==> src/rtl/txpause_sched_if.sv <==
// AXI-Stream beat bundle (64-bit data, byte keep) shared by the user TX
// stream and the MAC TX stream of txpause_sched.
interface txpause_sched_if;
    logic [63:0] tdata;
    logic [7:0]  tkeep;
    logic        tvalid;
    logic        tlast;
    logic        tready;

    modport master (
        output tdata, tkeep, tvalid, tlast,
        input  tready
    );

    modport slave (
        input  tdata, tkeep, tvalid, tlast,
        output tready
    );
endinterface

==> src/rtl/txpause_sched.sv <==
// 802.3x TX scheduler: frame-boundary arbitration between user frames and locally generated PAUSE frames.
// Optional XON (quanta 0) on xoff_req falling edge when TXPAUSE_XON_EN is defined.
module txpause_sched #(
    parameter logic [47:0] SRC_MAC = 48'h02_00_00_00_00_01
) (
    input  logic                   clk,
    input  logic                   rst,
    txpause_sched_if.slave         s_axis,
    txpause_sched_if.master        m_axis,
    input  logic                   rx_pause_active,
    input  logic                   xoff_req,
    input  logic                   cfg_tx_pause_enable,
    input  logic [15:0]            cfg_pause_quanta,
    input  logic [15:0]            cfg_refresh_interval,
    output logic                   tx_paused,
    output logic [15:0]            pause_frames_sent
);

    typedef enum logic [1:0] {
        S_IDLE  = 2'd0,
        S_USER  = 2'd1,
        S_PAUSE = 2'd2
    } state_t;

    state_t      state_q, state_d;
    logic [2:0]  beat_q, beat_d;
    logic [15:0] quanta_q, quanta_d;
    logic        frame_xoff_q, frame_xoff_d;
    logic        xoff_prev_q;
    logic        xoff_pend_q, xoff_pend_d;
    logic        xon_pend;
    logic [15:0] timer_q, timer_d;
    logic        tx_paused_q, tx_paused_d;
    logic [15:0] cnt_q, cnt_d;

    logic xoff_rise;
    logic refresh_fire;
    logic start_pause;
    logic user_end;
    logic last_acc;

    assign xoff_rise    = xoff_req && !xoff_prev_q;
    // Fires on the cycle the timer steps from 1 to 0, not every cycle it sits at 0.
    assign refresh_fire = xoff_req && (timer_q == 16'd1);
    assign start_pause  = (state_q == S_IDLE) && cfg_tx_pause_enable && (xoff_pend_q || xon_pend);
    assign user_end     = (state_q == S_USER) && s_axis.tvalid && m_axis.tready && s_axis.tlast;
    assign last_acc     = (state_q == S_PAUSE) && m_axis.tready && (beat_q == 3'd7);

`ifdef TXPAUSE_XON_EN
    logic xon_pend_q, xon_pend_d;
    logic xoff_fall;

    assign xoff_fall = !xoff_req && xoff_prev_q;
    assign xon_pend  = xon_pend_q;

    always_comb begin
        xon_pend_d = xon_pend_q;
        if (start_pause || xoff_rise) xon_pend_d = 1'b0;
        if (xoff_fall)                xon_pend_d = 1'b1;
        if (!cfg_tx_pause_enable)     xon_pend_d = 1'b0;
    end
`else
    assign xon_pend = 1'b0;
`endif

    always_comb begin
        state_d      = state_q;
        beat_d       = beat_q;
        quanta_d     = quanta_q;
        frame_xoff_d = frame_xoff_q;
        cnt_d        = cnt_q;
        case (state_q)
            S_IDLE: begin
                if (start_pause) begin
                    state_d      = S_PAUSE;
                    beat_d       = 3'd0;
                    quanta_d     = xoff_req ? cfg_pause_quanta : '0;
                    frame_xoff_d = xoff_req;
                end else if (s_axis.tvalid && !rx_pause_active) begin
                    state_d = S_USER;
                end
            end
            S_USER: begin
                if (user_end) state_d = S_IDLE;
            end
            S_PAUSE: begin
                if (m_axis.tready) begin
                    beat_d = beat_q + 3'd1;
                    if (beat_q == 3'd7) begin
                        state_d = S_IDLE;
                        cnt_d   = cnt_q + 16'd1;
                    end
                end
            end
            default: state_d = S_IDLE;
        endcase
    end

    always_comb begin
        xoff_pend_d = xoff_pend_q;
        if (start_pause)              xoff_pend_d = 1'b0;
        if (xoff_rise || refresh_fire) xoff_pend_d = 1'b1;
        if (!cfg_tx_pause_enable)     xoff_pend_d = 1'b0;
    end

    always_comb begin
        timer_d = timer_q;
        if (!xoff_req) begin
            timer_d = '0;
        end else if (last_acc && frame_xoff_q && (cfg_refresh_interval != 16'd0)) begin
            timer_d = cfg_refresh_interval;
        end else if (timer_q != 16'd0) begin
            timer_d = timer_q - 16'd1;
        end
    end

    assign tx_paused_d = rx_pause_active && (state_q != S_USER);

    always_ff @(posedge clk) begin
        if (rst) begin
            state_q      <= S_IDLE;
            beat_q       <= '0;
            quanta_q     <= '0;
            frame_xoff_q <= 1'b0;
            xoff_prev_q  <= 1'b0;
            xoff_pend_q  <= 1'b0;
            timer_q      <= '0;
            tx_paused_q  <= 1'b0;
            cnt_q        <= '0;
`ifdef TXPAUSE_XON_EN
            xon_pend_q   <= 1'b0;
`endif
        end else begin
            state_q      <= state_d;
            beat_q       <= beat_d;
            quanta_q     <= quanta_d;
            frame_xoff_q <= frame_xoff_d;
            xoff_prev_q  <= xoff_req;
            xoff_pend_q  <= xoff_pend_d;
            timer_q      <= timer_d;
            tx_paused_q  <= tx_paused_d;
            cnt_q        <= cnt_d;
`ifdef TXPAUSE_XON_EN
            xon_pend_q   <= xon_pend_d;
`endif
        end
    end

    // Byte n of each beat sits on tdata[8n+7:8n]; frame is 60 bytes, FCS added by the MAC.
    always_comb begin
        s_axis.tready = 1'b0;
        m_axis.tvalid = 1'b0;
        m_axis.tdata  = '0;
        m_axis.tkeep  = '0;
        m_axis.tlast  = 1'b0;
        case (state_q)
            S_USER: begin
                m_axis.tvalid = s_axis.tvalid;
                m_axis.tdata  = s_axis.tdata;
                m_axis.tkeep  = s_axis.tkeep;
                m_axis.tlast  = s_axis.tlast;
                s_axis.tready = m_axis.tready;
            end
            S_PAUSE: begin
                m_axis.tvalid = 1'b1;
                m_axis.tkeep  = 8'hFF;
                case (beat_q)
                    3'd0: m_axis.tdata = {SRC_MAC[39:32], SRC_MAC[47:40],
                                          8'h01, 8'h00, 8'h00, 8'hC2, 8'h80, 8'h01};
                    3'd1: m_axis.tdata = {8'h01, 8'h00, 8'h08, 8'h88,
                                          SRC_MAC[7:0], SRC_MAC[15:8], SRC_MAC[23:16], SRC_MAC[31:24]};
                    3'd2: m_axis.tdata = {48'h0, quanta_q[7:0], quanta_q[15:8]};
                    3'd7: begin
                        m_axis.tkeep = 8'h0F;
                        m_axis.tlast = 1'b1;
                    end
                    default: m_axis.tdata = '0;
                endcase
            end
            default: ;
        endcase
    end

    assign tx_paused         = tx_paused_q;
    assign pause_frames_sent = cnt_q;

endmodule

==> src/flat_wrapper.sv <==
// flat-port wrapper written by rule: the top's interface ports become plain ports
module txpause_sched_flat 
#(
    parameter logic [47:0] SRC_MAC = 48'h02_00_00_00_00_01
)
  (clk, rst, rx_pause_active, xoff_req, cfg_tx_pause_enable, cfg_pause_quanta, cfg_refresh_interval, tx_paused, pause_frames_sent, s_axis_tdata, s_axis_tkeep, s_axis_tvalid, s_axis_tlast, s_axis_tready, m_axis_tdata, m_axis_tkeep, m_axis_tvalid, m_axis_tlast, m_axis_tready);
  txpause_sched_if s_axis_i ();
  txpause_sched_if m_axis_i ();
  input  logic clk;
  input  logic rst;
  input  logic rx_pause_active;
  input  logic xoff_req;
  input  logic cfg_tx_pause_enable;
  input  logic [15:0] cfg_pause_quanta;
  input  logic [15:0] cfg_refresh_interval;
  output logic tx_paused;
  output logic [15:0] pause_frames_sent;
  input wire logic [$bits(s_axis_i.tdata)-1:0] s_axis_tdata;
  input wire logic [$bits(s_axis_i.tkeep)-1:0] s_axis_tkeep;
  input wire logic [$bits(s_axis_i.tvalid)-1:0] s_axis_tvalid;
  input wire logic [$bits(s_axis_i.tlast)-1:0] s_axis_tlast;
  output wire logic [$bits(s_axis_i.tready)-1:0] s_axis_tready;
  output wire logic [$bits(m_axis_i.tdata)-1:0] m_axis_tdata;
  output wire logic [$bits(m_axis_i.tkeep)-1:0] m_axis_tkeep;
  output wire logic [$bits(m_axis_i.tvalid)-1:0] m_axis_tvalid;
  output wire logic [$bits(m_axis_i.tlast)-1:0] m_axis_tlast;
  input wire logic [$bits(m_axis_i.tready)-1:0] m_axis_tready;
  assign s_axis_i.tdata = s_axis_tdata;
  assign s_axis_i.tkeep = s_axis_tkeep;
  assign s_axis_i.tvalid = s_axis_tvalid;
  assign s_axis_i.tlast = s_axis_tlast;
  assign s_axis_tready = s_axis_i.tready;
  assign m_axis_tdata = m_axis_i.tdata;
  assign m_axis_tkeep = m_axis_i.tkeep;
  assign m_axis_tvalid = m_axis_i.tvalid;
  assign m_axis_tlast = m_axis_i.tlast;
  assign m_axis_i.tready = m_axis_tready;
  txpause_sched #(.SRC_MAC(SRC_MAC)) u_core (.clk(clk), .rst(rst), .s_axis(s_axis_i), .m_axis(m_axis_i), .rx_pause_active(rx_pause_active), .xoff_req(xoff_req), .cfg_tx_pause_enable(cfg_tx_pause_enable), .cfg_pause_quanta(cfg_pause_quanta), .cfg_refresh_interval(cfg_refresh_interval), .tx_paused(tx_paused), .pause_frames_sent(pause_frames_sent));
endmodule
==> config.mk <==
export PLATFORM = sky130hd
export DESIGN_NAME = txpause_sched_flat
export DESIGN_NICKNAME = d
export VERILOG_FILES = /design/src/rtl/txpause_sched_if.sv /design/src/rtl/txpause_sched.sv /design/src/flat_wrapper.sv
export SDC_FILE = /design/constraint.sdc
export NUM_CORES = 1
export LEC_CHECK = 0
export CAP_MARGIN = 30
export CORE_UTILIZATION = 41
export DETAILED_ROUTE_END_ITERATION = 6
export PLACE_DENSITY_LB_ADDON = 0.08
export REMOVE_ABC_BUFFERS = 1
export SETUP_SLACK_MARGIN = 0.2
export SLEW_MARGIN = 15
export SYNTH_ARGS = -nofsm -noshare
export SYNTH_HDL_FRONTEND = slang
export SYNTH_SLANG_ARGS = --single-unit
==> constraint.sdc <==
create_clock -name clk -period 2.95 [get_ports clk]
set_input_delay 0.295 -clock clk [delete_from_list [all_inputs] [get_ports clk]]
set_output_delay 0.295 -clock clk [all_outputs]
set_load 0.01 [all_outputs]
==> impl_metrics.tcl <==
set metrics [dict create \
    die_h_um 93.84 \
    synth_edf_count 0 \
    fin_skew_ps 5.795 \
    p_leak_uw 0.002096 \
    hold_path.class "flop to flop" \
    yosysMostFrequentCell "dfxtp_1" \
    synthArstFlopShare_pct 0 \
    drt_iter0_drc 203 \
    port-buffer-count 203 \
    arrival_ps 2340 \
    die-width_um 93.84 \
    placed_cells 741 \
    cts_max_level 3 \
    post_cts_buffers 0 \
    fin_crit_sh_pct 89.24 \
    gp_congestion 0.8340 \
    fin_crit_ps 2633 \
    cp-end-kind "output pin" \
    synth_area_mm2 0.003458 \
    synth_commonest_cells "57 x dfxtp_1, 52 x nand2_1, 43 x and2_1" \
    instances_no_fill 757 \
    clkLatencyLatePin_ps 340 \
    synth_top_area_share_pct 33.00 \
    cts_buffers 9 \
    cts_tree "done" \
    grt_pass1_wl_um 18130 \
    path_class "flop to output pin" \
    clk_path_buf_depth 2 \
    irDropWorstVdd_uv 596.7 \
    start_util_pct 42.30 \
    synthTopCellsByArea "dfxtp_1 33%, and2_1 7.8%, a21oi_1 5.8%, nand2_1 5.6%, nor2b_1 4.5%" \
    avgSynthCellArea_um2 7.634 \
    post-route-drc-count 0 \
    critPathMaxStageDelay_ps 550 \
    setup_viol 0 \
    nNetsFinal 770 \
    die_area_mm2 0.008806 \
    ys_seq_area_share_pct 33.00 \
    antenna_cells 0 \
    fmax_mhz 379.8 \
    wire_per_inst_um 15.94 \
    grt_max_degree 50 \
    ios 204 \
    vias 3997 \
    drt-vias-per-instance 5.280 \
    ys_ff_latch 57 \
    rrSetupSlack_ps 700 \
    ys.flop_type "dfxtp_1" \
    synth.largest_area_cell "dfxtp_1" \
    ys_warn_count 0 \
    drv_cap 0 \
    grt_pass1_vias 3744 \
    cp.required_ps 2650 \
    crit_path_start_kind "flop" \
    drv_slew 0 \
    grt-ovfl-total 0 \
    crit_path_cell_trace "inv_1 -> ha_1 -> nor2b_2 -> and2_1 -> buf_4 -> a22oi_1 -> nor2b_1 -> clkdlybuf4s50_1" \
    netSwitchingFraction_pct 36.43 \
    power_frac_comb_pct 46.1 \
    seq_power_share_pct 27.9 \
    tns_ps 0 \
    wl_um 12070 \
    p_per_area_mw_per_mm2 608.9 \
    grt_antenna_before_repair 1 \
    ant_nets 0 \
    tightest_slew_ps 681.1 \
    slew_headroom_pct 54.59 \
    drt_pre_antenna_iters 4 \
    post_synth_num_cell_types 40 \
    outcome "completed" \
    drive_gt1_share_pct 5.061 \
    cts_num_sinks 57 \
    hpwl_um 9262 \
    grtUsageTotal_pct 26.63 \
    clock_tree.root_cell "clkbuf_8" \
    rsz0062_at_grt "true" \
    power.switching_uw 1301 \
    postSynthCellCount 453 \
    hold_viol 0 \
    cts.clk_slew.worst_paths_ps 70 \
    synthToLayoutAreaGrowth_pct 69.54 \
    intPower_uw 2269 \
    num-fill-cells 696 \
    crit_fanout 16 \
    rows 33 \
    coreArea_mm2 0.008175 \
    p_clk_share_pct 26.0 \
    cp_slowest_cell "clkdlybuf4s50_1" \
]
metrics by stage:
step,instance area (um2),setup WS (ps),util [%],hold WS (ps),power (uW)
floorplan,3351,590.9,-,364.1,2105
global placement,5589,611.6,68.37,440.6,2574
detailed placement,5589,570.3,68.37,447.8,2614
CTS,5843,220.6,71.47,457.3,3564
global route,5863,177.2,71.72,485.9,3776
finish,5863,317.3,71.72,454.8,3570
state kept, by name, indices dropped and copies added, names as in the netlist, 2 cells and up:
name / cells
u_core.quanta_q: 16
u_core.state_q: 2
u_core.pause_frames_sent: 16
u_core.timer_q: 16
u_core.beat_q: 3
cell type report:
type                            count  area (um2)  area share (%)
Clock buffer                       12       155.1           2.646
Sequential cell                    57        1141           19.46
Timing Repair Buffer              211        2110           35.98
Clock inverter                      4       98.84           1.686
Tap cell                          105       131.4           2.241
Inverter                           11       41.29          0.7042
Multi-Input combinational cell    357        2186           37.28
routing by layer:
metal	up-vias	routed length (um)	GRT usage [%]	part of all wire (%)
li1	1971	-	-	-
met1	1851	4636	27.49	38
met2	149	6383	51.70	53
met3	24	782	6.230	6.5
met4	2	255	9.231	2.1
met5	-	13	0	0.11
timing repair:
item	in CTS	in global routing
setup endpoints to repair	0	30
gates resized for setup	0	5
hold buffers	0	0
worst paths after layout:
kind / to / cells after the start / start
worst min register to register: u_core.quanta_q[14] / 2 / u_core.quanta_q[14]
worst max register to register: u_core.timer_q[11] / 7 / u_core.state_q[0]
worst max-delay path: m_axis_tdata[13] / 8 / u_core.state_q[0]
worst min-delay path: u_core.quanta_q[14] / 2 / u_core.quanta_q[14]
cell usage in the layout (no fill, tap or decap), types with 7 or more instances in the layout:
cell type	n
nand3_1	29
nor3_1	12
a22oi_1	16
nor2b_1	24
and2_1	43
clkdlybuf4s50_1	201
nand2_1	52
clkbuf_8	11
dfxtp_1	57
nor2_1	22
xor2_1	14
a21boi_0	14
a21oi_1	40
o21ai_0	14
buf_4	7
nand4_1	7
ha_1	9
inv_1	11
power groups by stage:
stage / logic (uW) / registers (uW) / clock network [uW]
after CTS: 1630 / 995 / 935
after detailed placement: 1600 / 1010 / 0
after floorplan: 1120 / 989 / 0
after global routing: 1800 / 1010 / 967
after global placement: 1570 / 1010 / 0
final: 1650 / 997 / 927
kinds of logic (layout without fill, tap and decap cells):
logic type / count (synthesis) / after routing / synth area share [%]
compound gates: 103 / 103 / 18.49
xor+xnor: 20 / 20 / 5.065
fa+ha+maj: 11 / 11 / 3.980
buf+inv: 39 / 238 / 4.306
flops: 57 / 57 / 33.00
mux: 3 / 3 / 0.9406
simple gates: 220 / 220 / 34.23
worst max-delay path: cells and delay by family (launching register included):
kind	cells	cell delay [ps]
compound gates	1	90
fa+ha+maj	1	170
buf+inv	3	860
flops	1	350
simple gates	3	530
(Power assumes the default switching activity.)
==> variant 1: new RTL, same flow settings <==
The option `TXPAUSE_XON_EN` is turned on by a define.
--- a/src/rtl/txpause_sched.sv
+++ b/src/rtl/txpause_sched.sv
@@ -1,4 +1,6 @@
 // 802.3x TX scheduler: frame-boundary arbitration between user frames and locally generated PAUSE frames.
 // Optional XON (quanta 0) on xoff_req falling edge when TXPAUSE_XON_EN is defined.
+`define TXPAUSE_XON_EN
+
 module txpause_sched #(
     parameter logic [47:0] SRC_MAC = 48'h02_00_00_00_00_01
Function: changed (Yosys sat finds a counterexample within 4 cycles, from zero or initial values and one cycle with rst high).
==> variant 1 against the unedited design <==
  * First-iteration DRC count down 10%
  * Combinational power is 12% lower
  * Worst setup slack better by 7.1 ps
  * Routed wire length grew 0.31%
  * Cell area is 0.53% higher
  * Sequential cell count is 1 higher
  * Synthesized area increased by 3.0%
  * Power is 11% lower
  * Critical path type unchanged
  * Critical endpoint unchanged
  * Largest cell class unchanged
  * Highest routed layer is now met4
==> variant 1: results (changes against the unedited design) <==
- CP arrival: 2330 ps
- GP Congestion: 0.826 (-0.94%)
- Area of placed instances: 5680 sq um (+1.7%)
- Synth area leaders: dfxtp_1 33%, and3_1 7.4%, nand2_1 5.1%, nand3_1 4.2%, a21oi_1 3.9%
- Outcome: complete, no violations
- Root Buffer Master: clkbuf_8
- Post-synthesis cell type count: 55 (+38%)
- Worst stage delay on the critical path: 530 ps (-20 ps)
- Clock-pin transition on the worst setup and hold timing paths: 60 ps
- Yosys warning count: 0 (unchanged)
- Routed vias/inst: 5.47 (+3.6%)
- H-tree depth: 3 (unchanged)
- Hold Crit Class: flip-flop to flip-flop
- Async set or reset register ratio after synthesis: 0% (unchanged)
- Vias in the first global route: 3634 (-2.9%)
- FILL cells: 706 (+1.4%)
- Postcts setup bufs: 0 (unchanged)
- Longest Clk Path Bufs: 2 (unchanged)
- First-pass GRT wire length: 18.0 mm (-0.92%)
- Slew headroom: 52.0% (-2.6 points)
- Most numerous cell in the Yosys netlist: dfxtp_1
- Initial antenna violation count: 0 (-1)
- Pre-CTS WS: 353 ps (-218 ps)
- Tot GR Track Use: 25.3% (-1.3 points)
- Inserted Clock Buffers: 9 (unchanged)
- DR WL/cell: 16.2 um (+1.5%)
- LEAKAGE: 0.00238 uW (+13%)
- Layout Nets: 761 (-1.2%)
- Cells after Synth: 444 (-2.0%)
- Seq/Total Area, Yosys: 32.6% (-0.39 points)
- CP max FO: 14 (-2)
- # port buffers: 203 (unchanged)
- Largest net degree at the start of global routing: 44 (-12%)
- Drt initial violations: 182 (-10%)
- Dpl hpwl: 9.19 mm (-0.77%)
- Crit-path slowest cell: clkdlybuf4s50_1
- Synth cell count leaders: 58 x dfxtp_1, 48 x nand2_1, 42 x and3_1
- Layout cells sized above 1: 6.69% (+1.6 points)
- Drt first pass iters: 6 (+2)
- Max VDD drop: 0.000636 V (+6.6%)
- Antenna Cells: 0 (unchanged)
- Worst Clk Skew: 10.1 ps (+4.26 ps)
- Worst-skew pair later-pin latency: 340 ps (about the same)
==> variant 1: layout make-up <==
| type | instances | area, sq um | share of cell area (%) |
|---|---|---|---|
| Clock buffer | 12 | 155 | 2.63 |
| Timing Repair Buffer | 213 | 2120 | 36.0 |
| Multi-Input combinational cell | 340 | 2240 | 38.0 |
| Sequential cell | 58 | 1160 | 19.7 |
| Tap cell | 105 | 131 | 2.23 |
| Inverter | 16 | 60.1 | 1.02 |
| Clock inverter | 4 | 26.3 | 0.446 |
==> variant 1: kinds of logic after synthesis <==
group	synth area share [%]
xor gates and xnor gates	4.18
buffers and inverters	5.27
and+or+nand+nor	33.5
muxes	0.632
adders and majority gates	4.15
DFF	32.6
AOI/OAI and AO/OA	19.6
==> variant 1: power breakdown <==
part | internal (uW) | switching, uW | total [uW]
Combinational | 668 | 781 | 1450
Clock | 350 | 333 | 682
Sequential | 886 | 144 | 1030
Total | 1900 | 1260 | 3160
==> variant 1: what timing repair did <==
action / CTS / global route
setup endpoints to repair: 21 / 24
gates resized for setup: 4 / 5
gates cloned: 0 / 0
==> variant 1: worst max-delay path, delay by kind of cell, from the launching register on <==
| family | cells | cell delay, ps |
|---|---|---|
| flip-flops | 1 | 330 |
| AO/OA/AOI/OAI | 1 | 150 |
| AND/OR/NAND/NOR | 2 | 610 |
| adder cells (fa/ha/maj) | 1 | 290 |
| buffers and inverters | 2 | 620 |
==> variant 1: worst paths after layout <==
| kind | slack (ps) | cells after the start | end | start |
|---|---|---|---|---|
| max reg2reg | 780 | 6 | u_core.timer_q[1]$_SDFFE_PP0P_ | u_core.beat_q[1]$_SDFFE_PP0P_ |
| min | 450 | 2 | u_core.quanta_q[6]$_SDFFE_PP0P_ | u_core.quanta_q[6]$_SDFFE_PP0P_ |
| min reg2reg | 450 | 2 | u_core.quanta_q[6]$_SDFFE_PP0P_ | u_core.quanta_q[6]$_SDFFE_PP0P_ |
| max | 320 | 6 | m_axis_tdata[13] | u_core.state_q[0]$_SDFFE_PP0P_ |
==> variant 1: per-stage QoR <==
| stage | instances | hold slack (ps) |
|---|---|---|
| after global routing | 748 | 475 |
| after floorplan | 414 | 364 |
| after detailed placement | 732 | 447 |
| after global placement | 732 | 440 |
| after CTS | 748 | 455 |
| final | 748 | 452 |
==> variant 1: metal layers <==
metal  global-route usage, %  vias to the layer above  wire length, um
li1                        -                     2020                -
met1                    31.7                     1905             5030
met2                    42.7                      154             5950
met3                    5.58                       14              952
met4                    8.33                        0              173
met5                       0                        -                0
==> variant 2: new RTL, same flow settings <==
Made on the original files. Make the reset (`rst`) asynchronous in one clocked block.
--- a/src/rtl/txpause_sched.sv
+++ b/src/rtl/txpause_sched.sv
@@ -117,5 +117,5 @@
     assign tx_paused_d = rx_pause_active && (state_q != S_USER);
 
-    always_ff @(posedge clk) begin
+    always_ff @(posedge clk or posedge rst) begin
         if (rst) begin
             state_q      <= S_IDLE;
Behaviour: differs if rst is asserted again (counterexample within 4 cycles, from zero or initial values and one cycle with rst high); with rst held inactive, the same outputs for 4 cycles.
==> variant 2 against the unedited design <==
  * First-iteration DRC count down 20%
  * Sequential cell count unchanged
  * Synthesized area up 6.0%
  * Routed wire length down 0.84%
  * Critical path type unchanged
  * Cell area up 3.3%
  * Worst setup slack better by 35 ps
  * Highest routed layer is now met4
  * Via count down 3.6%
  * Power up 24%
==> variant 2: results (changes against the unedited design) <==
- Drt first pass iters: 5 (+1)
- Max VDD drop: 0.000499 V (-16%)
- Hold Crit Class: input pin to asynchronous set/reset pin
- Clock power frac: 18.0% (-8.0 points)
- Tot GR Track Use: 25.6% (-1.1 points)
- Outcome: complete, no violations
- Global routing usage on met3: 8.06% (+1.8 points)
- GP Congestion: 0.803 (-3.7%)
- Layout cells sized above 1: 5.97% (+0.91 points)
- Met2 usage: 44.0% (-7.7 points)
- Drt initial violations: 163 (-20%)
- Multi-input logic area: 2100 sq um (-3.8%)
- Seq pwr: 1140 uW (+14%)
- Largest net degree at the start of global routing: 60 (+20%)
- CP Capture Point: m_axis_tdata[4]
- DR top layer: met4
- Metal3 WL: 960 um (+23%)
- Worst Clk Skew: 5.51 ps (-0.281 ps)
- Post-synth top flop: dfrtp_1
- Post-Layout Cell Count: 745 (-1.6%)
- Synth area leaders: dfrtp_1 39%, nand2_1 7.9%, and2_1 6.8%, xnor2_1 4.3%, o21ai_0 4.2%
- CP arrival: 2300 ps (-40 ps)
- Seq/Total Area, Yosys: 38.9% (+5.9 points)
- First-pass GRT wire length: 17.7 mm (-2.1%)
- Total power: 4440 uW (+24%)
- CP max FO: 8 (-8)
- Routed vias/inst: 5.17 (-2.0%)
- Pre-CTS WS: 369 ps (-202 ps)
- Vias in the first global route: 3581 (-4.4%)
- FILL cells: 714 (+2.6%)
- R2R cell count: 8 (+1)
- Slew headroom: 48.7% (-5.9 points)
[variant 2: cells by family (layout without fill, tap and decap cells)]
family / Yosys count / after routing / share of synthesized area (%)
DFF: 57 / 57 / 38.9
other: 0 / 1 / 0
adders and majority gates: 11 / 11 / 3.76
buffers and inverters: 40 / 242 / 4.37
xor gates and xnor gates: 25 / 25 / 5.97
and+or+nand+nor: 203 / 204 / 29.3
muxes: 5 / 5 / 1.57
AOI/OAI and AO/OA: 92 / 92 / 16.1
[variant 2: final cells by class]
type,instances,area share [%]
clock inverters,6,1.36
diodes,1,0.0413
inverters,14,0.868
flip-flops and latches,57,23.6
multi-input cells,337,34.7
well taps,108,2.23
repair buffers,212,35.1
clock buffers,10,2.11
[variant 2: worst reg2reg max path, stage by stage (launching register included)]
cell and delay (ps):
dfrtp_1 420, inv_1 100, ha_1 170, buf_4 210, and3_1 280, nand3_1 350
buf_12 280, and3_2 180, o21a_1 160
